===== src/rtl/cmd_exec.sv =====
// Command executor: pops one command word, performs a single memory read or write,
// and streams an ASCII-framed response into the TX response FIFO.
module cmd_exec #(
  parameter int ADDR_W  = 16,
  parameter int DATA_W  = 32,
  parameter int CMD_W   = 8 + ADDR_W + DATA_W,
  parameter int TIMEOUT = 1024
) (
  input  logic              clk,
  input  logic              rst,
  input  logic              cmd_fifo_empty,
  output logic              cmd_fifo_rd_en,
  input  logic [CMD_W-1:0]  cmd_fifo_rd_data,
  output logic              mem_req,
  output logic              mem_we,
  output logic [ADDR_W-1:0] mem_addr,
  output logic [DATA_W-1:0] mem_wdata,
  input  logic [DATA_W-1:0] mem_rdata,
  input  logic              mem_ack,
  input  logic              rsp_fifo_full,
  output logic              rsp_fifo_wr_en,
  output logic [7:0]        rsp_fifo_wr_data,
  output logic              busy
);

  localparam int NBYTES = DATA_W / 8;
  localparam int CNT_W  = $clog2(NBYTES + 2);
  localparam int TO_W   = $clog2(TIMEOUT);
  localparam int SR_W   = 8 + DATA_W;

  localparam logic [7:0] OP_RD  = 8'h52;
  localparam logic [7:0] OP_WR  = 8'h57;
  localparam logic [7:0] RSP_K  = 8'h4B;
  localparam logic [7:0] RSP_D  = 8'h44;
  localparam logic [7:0] RSP_E  = 8'h45;
  localparam logic [7:0] RSP_T  = 8'h54;

  // state | meaning: IDLE wait for cmd, POP fifo latency, DECODE check opcode, MEM bus access, RSP stream bytes
  typedef enum logic [2:0] {
    IDLE   = 3'd0,
    POP    = 3'd1,
    DECODE = 3'd2,
    MEM    = 3'd3,
    RSP    = 3'd4
  } state_t;

  state_t state, state_nx;

  logic [7:0]        cmd_op;
  logic [ADDR_W-1:0] cmd_addr;
  logic [DATA_W-1:0] cmd_wdata;
  logic              op_legal;
  logic [TO_W-1:0]   to_cnt;
  logic              to_hit;
  logic [SR_W-1:0]   rsp_sr;
  logic [CNT_W-1:0]  rsp_cnt;
  logic              push;
  logic              last_push;

  assign cmd_op    = cmd_fifo_rd_data[CMD_W-1 -: 8];
  assign cmd_addr  = cmd_fifo_rd_data[DATA_W +: ADDR_W];
  assign cmd_wdata = cmd_fifo_rd_data[DATA_W-1:0];
  assign op_legal  = (cmd_op == OP_RD) || (cmd_op == OP_WR);
  assign to_hit    = (to_cnt == TO_W'(TIMEOUT - 1));

  assign push      = (state == RSP) && !rsp_fifo_full;
  assign last_push = push && (rsp_cnt == CNT_W'(1));

  assign rsp_fifo_wr_en   = push;
  assign rsp_fifo_wr_data = rsp_sr[SR_W-1 -: 8];
  assign busy             = (state != IDLE);

  always_ff @(posedge clk or posedge rst) begin
    if (rst) state <= IDLE;
    else     state <= state_nx;
  end

  always_comb begin
    state_nx = state;
    case (state)
      IDLE:    if (!cmd_fifo_empty) state_nx = POP;
      POP:     state_nx = DECODE;
      DECODE:  state_nx = op_legal ? MEM : RSP;
      MEM:     if (mem_ack || to_hit) state_nx = RSP;
      RSP:     if (last_push) state_nx = IDLE;
      default: state_nx = IDLE;
    endcase
  end

  always_ff @(posedge clk or posedge rst) begin
    if (rst) begin
      cmd_fifo_rd_en <= 1'b0;
      mem_req        <= 1'b0;
      mem_we         <= 1'b0;
      mem_addr       <= '0;
      mem_wdata      <= '0;
      to_cnt         <= '0;
      rsp_sr         <= '0;
      rsp_cnt        <= '0;
    end else begin
      cmd_fifo_rd_en <= (state == IDLE) && !cmd_fifo_empty;
      case (state)
        DECODE: begin
          if (op_legal) begin
            mem_req   <= 1'b1;
            mem_we    <= (cmd_op == OP_WR);
            mem_addr  <= cmd_addr;
            mem_wdata <= cmd_wdata;
            to_cnt    <= '0;
          end else begin
            rsp_sr  <= {RSP_E, {DATA_W{1'b0}}};
            rsp_cnt <= CNT_W'(1);
          end
        end
        MEM: begin
          // ack takes priority over a simultaneous timeout terminal count
          if (mem_ack) begin
            mem_req <= 1'b0;
            if (mem_we) begin
              rsp_sr  <= {RSP_K, {DATA_W{1'b0}}};
              rsp_cnt <= CNT_W'(1);
            end else begin
              rsp_sr  <= {RSP_D, mem_rdata};
              rsp_cnt <= CNT_W'(NBYTES + 1);
            end
          end else if (to_hit) begin
            mem_req <= 1'b0;
            rsp_sr  <= {RSP_T, {DATA_W{1'b0}}};
            rsp_cnt <= CNT_W'(1);
          end else begin
            to_cnt <= to_cnt + TO_W'(1);
          end
        end
        RSP: begin
          if (push) begin
            rsp_sr  <= rsp_sr << 8;
            rsp_cnt <= rsp_cnt - CNT_W'(1);
          end
        end
        default: ;
      endcase
    end
  end

endmodule


===== config.mk =====
export PLATFORM = sky130hd
export DESIGN_NAME = cmd_exec
export DESIGN_NICKNAME = d
export VERILOG_FILES = /design/src/rtl/cmd_exec.sv
export SDC_FILE = /design/constraint.sdc
export NUM_CORES = 1
export LEC_CHECK = 0
export ABC_AREA = 1
export BUFFER_PORTS_ARGS = -buffer_cell sky130_fd_sc_hd__buf_2
export CORE_MARGIN = 4
export CORE_UTILIZATION = 52
export DETAILED_ROUTE_END_ITERATION = 12
export PLACE_DENSITY_LB_ADDON = 0.12
export SLEW_MARGIN = 20
export SYNTH_ARGS = -nofsm -noshare
export SYNTH_HDL_FRONTEND = slang
export SYNTH_SLANG_ARGS = --single-unit

===== constraint.sdc =====
create_clock -name clk -period 3.8 [get_ports clk]
set_input_delay 0.57 -clock clk [delete_from_list [all_inputs] [get_ports clk]]
set_output_delay 0.57 -clock clk [all_outputs]
set_load 0.02 [all_outputs]

==> impl_metrics.env <==
export IMPL_synth_most_common_cell="nand2_1"
export IMPL_rsz0062_at_grt="no"
export IMPL_routed_via_density=4.98
export IMPL_grt_max_degree=98
export IMPL_postRouteAntennaNets=0
export IMPL_irDropWorstVdd_mv=0.272
export IMPL_criticalPathCategory="flop to flop"
export IMPL_io_pins=154
export IMPL_hold_viol_final=0
export IMPL_areaGrowthSynthToFinish_pct=18.4
export IMPL_synth_edf_count=0
export IMPL_min_path_type="primary input to asynchronous set/reset pin"
export IMPL_layout_nets=892
export IMPL_ff2ff_setup_slack_ps=1460
export IMPL_cp_arrival_ps=2560
export IMPL_max_freq_mhz=427
export IMPL_port_buffers=153
export IMPL_cts_sinks=107
export IMPL_synth_common_cells="262 x nand2_1, 107 x dfrtp_1, 76 x inv_1"
export IMPL_synthCells=666
export IMPL_leakage_uw=0.00365
export IMPL_synth_top_family_by_area="simple AND/OR/NAND/NOR gates"
export IMPL_synthFlopType="dfrtp_1"
export IMPL_setup_violations=0
export IMPL_worstRegToRegCells=7
export IMPL_outcome="finished clean"
export IMPL_use_met1=0.289
export IMPL_crit_path_start_kind="flop"
export IMPL_synthTopCellsByArea="dfrtp_1 52%, nand2_1 19%, inv_1 5.5%"
export IMPL_syn_avg_cell_area_um2=7.73
export IMPL_seq_area_mm2=0.00268
export IMPL_globalplace_congestion=0.820
export IMPL_first_iter_violations=246
export IMPL_synth_compound_area_frac=0.0610
export IMPL_clkLatencyLatePin_ps=360
export IMPL_finalClockSkew_ps=5.46
export IMPL_synth_xor_area_share=0
export IMPL_synth_top_cell_by_area="dfrtp_1"
export IMPL_fillers=916
export IMPL_final_util=0.629
export IMPL_worstMarginPinSlew_ps=1030
export IMPL_period_share=0.616
export IMPL_crit_fanout=97
export IMPL_synth_cell_types=22
export IMPL_die_w_um=107
export IMPL_synth_fa_ha_area_frac=0.00729
export IMPL_multi_input_area_mm2=0.00195
export IMPL_first_global_vias=4390
export IMPL_drcViolationCount=0
export IMPL_cts_max_level=3
export IMPL_rows=36
export IMPL_wl_per_cell_um=12.9
export IMPL_synth_seq_cells=107
export IMPL_gr_usage_met2=0.347
export IMPL_antenna_cells=0
export IMPL_critPathCaptureType="flop"
export IMPL_cp_required_ps=4020
export IMPL_cts_root_buf="clkbuf_8"
export IMPL_antenna_found_initial=0
export IMPL_power_total_uw=2930
export IMPL_grtUsageMet3=0.0642
export IMPL_yosysSeqAreaShare=0.520
export IMPL_synth_top_area_share=0.520
export IMPL_drive_above_1_share=0.240
export IMPL_design_area_mm2=0.00609
export IMPL_top_usage_layer="met2"
export IMPL_cts_resized=0
export IMPL_clockBufferDepth=2
export IMPL_grt_usage=0.218
export IMPL_syn_nets=762
export IMPL_vias=4653
export IMPL_cts_buffers=9
export IMPL_dr_pass1_iters=5
export IMPL_setup_tns_ps=0
export IMPL_dieArea_mm2=0.0116
export IMPL_slew_viol_final=0
export IMPL_cts_hold_buffers_added=0
export IMPL_whs_ps=348
export IMPL_muxShareOfSynthArea=0
export IMPL_drv_cap=0
export IMPL_post_cts_buffers=0
export IMPL_yosys_warnings=0
export IMPL_dp_hpwl_mm=8.41
export IMPL_synthSimpleGateAreaFrac=0.309
export IMPL_die_h_um=107
export IMPL_path_clk_slew_ps=100
export IMPL_synthArstFlopShare=1.00
export IMPL_maxSlewHeadroom=0.310
export IMPL_cts_tree="done"
export IMPL_r2r_start="state[2]"
export IMPL_start_util=0.531
export IMPL_grt_first_pass_wirelength_mm=20.3
export IMPL_place_area_mm2=0.00592
export IMPL_drt_total_wl_mm=12.1
export IMPL_timing_rr_end="mem_wdata[17]"
export IMPL_core_area_mm2=0.00968
export IMPL_overflow=0
export IMPL_power_density_mw_per_mm2=481
export IMPL_synth_cell_area_mm2=0.00515
export IMPL_final_min_clock_period_ps=2340
[power breakdown]
group | internal, µW | leakage [µW] | switching [µW]
Sequential | 1320 | 0.00147 | 126
Clock | 255 | 0.0000843 | 390
Combinational | 269 | 0.00210 | 574
[state kept, by name (all words and copies together), names as in the netlist]
register	count
mem_wdata	32
rsp_cnt	3
mem_we	1
mem_addr	16
to_cnt	10
cmd_fifo_rd_en	1
mem_req	1
rsp_sr	40
state	3
[final cells by class]
cell class | count | area share
clock inverter | 6 | 0.00677
timing repair buffer | 160 | 0.134
sequential | 107 | 0.439
inverter | 80 | 0.0497
tap | 133 | 0.0273
clock buffer | 10 | 0.0226
multi-input combinational | 438 | 0.320
[layout by cell type (no fill, tap or decap), drive strengths merged, types with 2 or more instances in the layout]
cell type  count
nand2        265
buf          160
dfrtp        107
inv           80
o21ai         57
nand3         39
nand4         36
nor2          30
clkbuf        10
nand3b         3
ha             3
clkinvlp       3
clkinv         3
a21oi          2
[per-stage QoR]
stage	setup WS (ps)	cells
floorplan	413	666
global placement	1330	918
detailed placement	1250	918
CTS	1460	934
global route	1210	934
finish	1460	934
[routing by layer]
layer	part of all wire	vias to the layer above
met2	0.48	173
met5	0	-
met3	0.084	17
met4	0.017	0
met1	0.42	2126
li1	-	2337
[kinds of logic (layout without fill, tap and decap cells)]
family / Yosys count / after routing
simple gates: 375 / 375
buf+inv: 121 / 256
flops: 107 / 107
compound gates: 60 / 60
fa+ha+maj: 3 / 3
[how the worst max path moves through the flow]
stage,cells after the start,end,from
2_1_floorplan,1,cmd_fifo_rd_en,rst
6_report,7,mem_wdata[17],state[2]
5_1_grt,7,mem_wdata[14],state[2]
3_5_place_dp,8,mem_addr[13],cmd_fifo_rd_data[51]
3_3_place_gp,8,mem_wdata[12],cmd_fifo_rd_data[51]
4_1_cts,7,mem_addr[13],state[2]
[critical path, stage by stage (launching register included)]
cell and delay, ps:
dfrtp_1 450, inv_2 100, nand2_1 120, nor2_1 250, nand3_4 430, buf_4 550, nand2_1 160, o21ai_1 80
Power figures use the tool's default switching activity.
